===== src/rtl/demux_pkg.sv =====
`default_nettype none
// ============================================================================
// Module      : demux_pkg
// Description : Shared definitions for the round-robin / addressed demux
//               family: mode encodings, default word width and the
//               explicit-wrap pointer successor used by rr_ptr.
// Revision    : 1.0 - initial release
// ============================================================================
package demux_pkg;

  localparam logic MODE_RR   = 1'b0;  // route to the round-robin pointer
  localparam logic MODE_ADDR = 1'b1;  // route to the channel named by sel_in

  localparam int DEMUX_W = 4;

  // Successor of ptr in a modulo-n sequence. The wrap is an explicit compare,
  // not a power-of-two rollover, so unused codes are never reached.
  function automatic int unsigned ptr_next(input int unsigned ptr,
                                           input int unsigned n);
    return (ptr == n - 1) ? 0 : ptr + 1;
  endfunction

endpackage : demux_pkg
`default_nettype wire


===== src/rtl/demux_rr_n_rr_ptr.sv =====
`default_nettype none
// ============================================================================
// Module      : rr_ptr
// Description : Wrapping modulo-N counter with enable and synchronous clear.
//               Clear wins over enable.
// Ports       : clk     - rising-edge clock
//               reset_L - asynchronous active-low reset (ptr -> 0)
//               en      - advance the pointer by one (with wrap)
//               clr     - synchronous return of the pointer to 0
//               ptr     - current pointer value
// Revision    : 1.0 - initial release
// ============================================================================
module rr_ptr
  import demux_pkg::*;
#(
  parameter int N  = 2,
  parameter int SW = 1
) (
  input  logic          clk,
  input  logic          reset_L,
  input  logic          en,
  input  logic          clr,
  output logic [SW-1:0] ptr
);

  always_ff @(posedge clk or negedge reset_L) begin
    if (!reset_L) begin
      ptr <= '0;
    end else if (clr) begin
      ptr <= '0;
    end else if (en) begin
      ptr <= SW'(ptr_next(32'(ptr), N));
    end
  end

endmodule : rr_ptr
`default_nettype wire


===== src/rtl/demux_rr_n.sv =====
`default_nettype none
// ============================================================================
// Module      : demux_rr_n
// Description : 1-to-N registered demultiplexer. Each valid input word is
//               written to one channel register, chosen either by an
//               internal round-robin pointer (mode 0) or by sel_in (mode 1).
//               Every channel holds its last word; valid_out is a one-cycle
//               one-hot strobe on the channel just written.
// Ports       : clk       - rising-edge clock
//               reset_L   - asynchronous active-low reset
//               valid_in  - data_in carries a word this cycle
//               data_in   - input word (W bits)
//               mode      - 0 round-robin, 1 addressed
//               sel_in    - target channel in addressed mode
//               clr_ptr   - synchronous clear of the round-robin pointer
//               data_out  - N*W bits, channel k at [k*W +: W]
//               valid_out - one-hot write strobe
//               ch_ptr    - next channel for round-robin
//               err_sel   - pulse: addressed word with sel_in >= N dropped
// Revision    : 1.0 - initial release
// ============================================================================
module demux_rr_n
  import demux_pkg::*;
#(
  parameter int W  = DEMUX_W,
  parameter int N  = 2,
  parameter int SW = (N > 1) ? $clog2(N) : 1
) (
  input  logic            clk,
  input  logic            reset_L,
  input  logic            valid_in,
  input  logic [W-1:0]    data_in,
  input  logic            mode,
  input  logic [SW-1:0]   sel_in,
  input  logic            clr_ptr,
  output logic [N*W-1:0]  data_out,
  output logic [N-1:0]    valid_out,
  output logic [SW-1:0]   ch_ptr,
  output logic            err_sel
);

  localparam int unsigned N_U = N;

  logic           wr_rr;
  logic           wr_addr;
  logic           drop;
  logic [N-1:0]   hit;
  logic [W-1:0]   ch_q [N];

  assign wr_rr   = valid_in && (mode == MODE_RR);
  assign wr_addr = valid_in && (mode == MODE_ADDR) && (32'(sel_in) <  N_U);
  assign drop    = valid_in && (mode == MODE_ADDR) && (32'(sel_in) >= N_U);

  // At most one bit is set: round-robin and addressed writes are exclusive
  // by mode, and each compares against a single channel index.
  always_comb begin
    hit = '0;
    for (int k = 0; k < N; k++) begin
      if ((wr_rr && (ch_ptr == SW'(k))) || (wr_addr && (sel_in == SW'(k)))) begin
        hit[k] = 1'b1;
      end
    end
  end

  rr_ptr #(
    .N  (N),
    .SW (SW)
  ) u_rr_ptr (
    .clk     (clk),
    .reset_L (reset_L),
    .en      (wr_rr),
    .clr     (clr_ptr),
    .ptr     (ch_ptr)
  );

  for (genvar k = 0; k < N; k++) begin : g_ch
    always_ff @(posedge clk or negedge reset_L) begin
      if (!reset_L) begin
        ch_q[k] <= '0;
      end else if (hit[k]) begin
        ch_q[k] <= data_in;
      end
    end
    assign data_out[k*W +: W] = ch_q[k];
  end

  always_ff @(posedge clk or negedge reset_L) begin
    if (!reset_L) begin
      valid_out <= '0;
      err_sel   <= 1'b0;
    end else begin
      valid_out <= hit;
      err_sel   <= drop;
    end
  end

endmodule : demux_rr_n
`default_nettype wire


===== config.mk =====
export PLATFORM = sky130hd
export DESIGN_NAME = demux_rr_n
export DESIGN_NICKNAME = d
export VERILOG_FILES = /design/src/rtl/demux_pkg.sv /design/src/rtl/demux_rr_n_rr_ptr.sv /design/src/rtl/demux_rr_n.sv
export SDC_FILE = /design/constraint.sdc
export NUM_CORES = 1
export LEC_CHECK = 0
export CORE_AREA = 2 2 39 41
export CTS_BUF_LIST = sky130_fd_sc_hd__clkbuf_16
export CTS_CLUSTER_SIZE = 10
export DETAILED_ROUTE_END_ITERATION = 10
export DIE_AREA = 0 0 41 43
export PLACE_DENSITY = 0.68
export SETUP_SLACK_MARGIN = 0.1
export SLEW_MARGIN = 10
export SYNTH_ARGS = -nofsm -noshare
export SYNTH_HDL_FRONTEND = slang
export SYNTH_SLANG_ARGS = --single-unit

===== constraint.sdc =====
create_clock -name clk -period 2.5 [get_ports clk]
set_clock_uncertainty 0.05 [all_clocks]
set_input_delay 0.75 -clock clk [delete_from_list [all_inputs] [get_ports clk]]
set_output_delay 0.75 -clock clk [all_outputs]
set_load 0.1 [all_outputs]

# Word-level counts from Yosys, hierarchy flattened
# Index checks and enable logic that the tools add are counted.
# totals
regBits	11
in_bits	10
output_inout_bits	12
word_cells	22
# op_classes
add_sub_neg	1
muxes	5
n_bitwise	3
reduce_logical	9
# op_table
cell	count
logical AND 1 bit	6
2-to-1 mux 1 bit	5
inverter 1 bit	3
logical OR 1 bit	2
nonzero test 2 bit	1
adder 1 bit (second input constant)	1

# Logic depth before layout (Yosys ltp)
# logic_depth
word_depth	5
ltp_mapped	3
depth_no_buf	3

# Modules after synthesis
# A second synthesis with hierarchy kept.
# unflattened
cells_unflattened	29
area_unflattened_um2	435.4
# modules_own_cells
module	n_inst	cells_each	area_per_inst_um2	seq_area_each_um2
demux_rr_n	1	26	397.9	250.2
rr_ptr	1	3	37.5	25.0

# Least setup slack after synthesis
# Ideal clock, no wire load.
# synth_timing
path_type	reg2reg
start	register u_rr_ptr.ptr
end	register ch_q (netlist bit data_out[0])
setup_ns	0.126
t_arrival_ns	1.648
required_time_ns	2.324
slack_ns	0.676
stages_incl_launch_ff	4
path_buffers	0
period_less_slack_ns	1.824
cell_sequence	dfrtp_1 mux2i_1 nand2_2 mux2_2
# synth_via
elab_chain_len	4
# synth_rtl
item	line_no	source
start: declaration	demux_rr_n_rr_ptr.sv:23	output logic [SW-1:0] ptr
start signal: assignment	demux_rr_n_rr_ptr.sv:32	ptr <= SW'(ptr_next(32'(ptr), N));
inverter 1 bit	demux_rr_n.sv:59	if ((wr_rr && (ch_ptr == SW'(k))) || (wr_addr && (sel_in == SW'(k)))) begin
logical AND 1 bit	demux_rr_n.sv:59	
logical OR 1 bit	demux_rr_n.sv:59	
2-to-1 mux 1 bit	demux_rr_n.sv:59	
end signal: indexed assignment	demux_rr_n.sv:81	ch_q[k] <= data_in;
end: declaration	demux_rr_n.sv:48	logic [W-1:0] ch_q [N];
# Every way passes these cells.
# A chain may end at the register's enable or synchronous reset.

# Final worst setup path
# layout_timing
start	input mode
end	register ch_q (netlist bit data_out[5])
# layout_via
elab_chain_len	5
elab_cells_between_ends	7
cone_classes	1 x mux; 1 x bitwise; 5 x reduce/logical
# layout_rtl
item	line_no	source
start: declaration	demux_rr_n.sv:33	input logic mode,
inverter 1 bit	demux_rr_n.sv:50	assign wr_rr = valid_in && (mode == MODE_RR);
logical AND 1 bit	demux_rr_n.sv:50	
logical AND 1 bit	demux_rr_n.sv:59	
logical OR 1 bit (*)	demux_rr_n.sv:59	
2-to-1 mux 1 bit (*)	demux_rr_n.sv:59	
# Every way passes the cells marked *; elsewhere a longest branch is shown, timed or not.

==> summary.md <==
| Metric | Value |
|---|---|
| Outcome | `finished, final reports clean` |
| H-tree Lvls | `1` |
| Most frequent cells in the layout | `11 x dfrtp_1, 11 x buf_4, 9 x clkdlybuf4s50_1, 8 x mux2_2` |
| Post-DRT Antenna Nets | `0` |
| Syn Area/Cell | `between 15 and 20 um2` |
| Vias | `298` |
| Worst-path clk slew | `40 ps` |
| Yosys Warn Count | `0` |
| Largest net degree at the start of global routing | `12` |
| GRT met1 Usage | `14.1%` |
| Crit Reg-Reg Startpoint | `u_rr_ptr.ptr$_DFFE_PN0P_` |
| # fillers | `approximately 120` |
| RD Place Congestion | `0.651` |
| Worst setup EP type | `flop` |
| Vias in the first global route | `303` |
| Register-to-Register Path Depth | `3` |
| Critical path arrival | `2040 ps` |
| Library cells used by synthesis | `11` |
| Nets@finish | `63` |
| Final WL | `about 900 um` |
| Seq/Total Area, Yosys | `63.2%` |
| Hold Vio Cnt, Final | `0` |
| Power Density | `1200 nW/um2` |
| Met2 Resource Use GR | `between 10% and 20%` |
| Worst hold path class | `flop to flop` |
| Crit-path max FO | `5` |
| Max Cap Viol | `0` |
| DR iter-0 viols | `0` |
| Hold_sp | `data_out[3]$_DFFE_PN0P_` |
| Req. time, crit path | `between 2000 and 3000 ps` |
| Die H | `43 um` |
| Leak | `0.000343 uW` |
| Clock Tree Buf Depth | `2` |
| Area delta synth->final | `60.6%` |
| Final Total Pwr | `842 uW` |
| Drt first pass iters | `1` |
| Count of pins over their slew limit | `0` |
| Tmin final | `1970 ps` |
| # hold bufs at CTS | `0` |
| Met3 Use GR | `6.81%` |
| Initial antenna violation count | `0` |
| Mapped Nets | `39` |
| Clock root buffer | `clkbuf_16` |
| I/O Pins | `22` |
| Placeable Area | `~1400 um2` |
| Skew-Pair Late Insertion Delay | `between 200 and 250 ps` |
| I/O Buffers | `20` |
| Period utilisation layout | `79.0%` |
| # DRC | `0` |
| Setup Crit Path Kind | `input port to flop` |
| Fmax achieved | `507 MHz` |
| CTS Buf Count | `3` |
| Post-CTS Resized | `0` |
| Site Rows | `14` |
| Max-Slew Margin vs Limit | `66.7%` |
| Gr ovfl total | `0` |
| CTS tree | `done` |
| DR vias/cell | `4.38` |
| Global route hottest layer | `met2` |
| Diode count | `0` |
| Worst Setup Start Kind | `input port` |
| First-pass GRT wire length | `about 1300 um` |
| Hold depth | `1` |
| DIE WIDTH | `~40 um` |
| Worst R2R Setup Slack | `1190 ps` |
| Synthesized area | `435 um2` |
| Layout cells sized above 1 | `48.1%` |
| Initial Util | `a little under a third` |
| Worst ir drop on vdd | `0.587 mV` |
| Setup TNS | `0 ps` |
| Post-CTS setup buffer count | `0` |
| Number of synthesized register bits | `11` |
| WL per Instance | `13.2 um` |
| Overall routing resource usage | `12.5%` |
| Dpl hpwl | `635 um` |
| Die footprint | `approximately 1800 um2` |
| # setup viols final | `0` |
| WHS Endpoint | `data_out[3]$_DFFE_PN0P_` |
| Synth Instances | `29` |
| RSZ-0062 raised after global routing | `no` |
| TritonCTS Sinks | `11` |
| FF-to-FF End | `data_out[5]$_DFFE_PN0P_` |
| Worst slew pin tran | `~500 ps` |
## final cells by class
cell class              count  area (um2)  area share (%)
flip-flops and latches     11         275            39.4
clock inverters             1        3.75           0.537
inverters                   2        7.51            1.07
repair buffers             20         173            24.7
clock buffers               3        75.1            10.7
well taps                  16        20.0            2.86
multi-input cells          15         145            20.8
## cells in the mapped netlist
library cell | n | area [um2]
dfrtp_1 | 11 | 275
mux2_2 | 8 | 90.1
inv_1 | 2 | 7.51
and2b_2 | 1 | 8.76
buf_4 | 1 | 7.51
conb_1 | 1 | 3.75
mux2i_1 | 1 | 10.0
nand2_2 | 1 | 6.26
nand2b_4 | 1 | 13.8
nor2_1 | 1 | 3.75
xnor2_1 | 1 | 8.76
## how the worst max path moves through the flow
stage,slack [ps],from,endpoint
floorplan,680,u_rr_ptr.ptr$_DFFE_PN0P_,data_out[0]$_DFFE_PN0P_
global placement,300,mode,data_out[5]$_DFFE_PN0P_
detailed placement,280,mode,data_out[5]$_DFFE_PN0P_
CTS,510,mode,data_out[5]$_DFFE_PN0P_
global route,480,mode,data_out[6]$_DFFE_PN0P_
finish,530,mode,data_out[5]$_DFFE_PN0P_
## worst max-delay path: stages
cell and delay (ps):
clkdlybuf4s50_1 490, mux2i_1 250, nand2b_4 200, mux2_2 340
## state kept, by name (all words and copies together), names as in the netlist
register,count
data_out,8
u_rr_ptr.ptr,1
valid_out,2
## per-layer routing
layer	vias to the layer above	share of wire [%]
met5	-	0
met3	3	13
li1	138	-
met1	136	42
met4	0	2.8
met2	21	42
## stage by stage
step	setup WS, ps	instance area (um2)	utilization (%)	hold slack [ps]	instances
3_3_place_gp	301	621	44.8	442	64
5_1_grt	478	699	50.5	462	68
4_1_cts	512	699	50.5	455	68
6_report	526	699	50.5	449	68
2_1_floorplan	676	435	-	404	29
3_5_place_dp	278	621	44.8	446	64
## cell families after synthesis
kind of cell / share of synthesized area (%)
flops: 63.2
mux: 23.0
simple gates: 7.47
buf+inv: 3.45
xor+xnor: 2.01
other cells: 0.861
## power by group
group          internal [uW]  switching, uW  leakage (uW)
registers                208           15.8      0.000133
logic                   75.8            258      0.000168
clock network            210           75.3     0.0000423
Power figures use the tool's default switching activity.
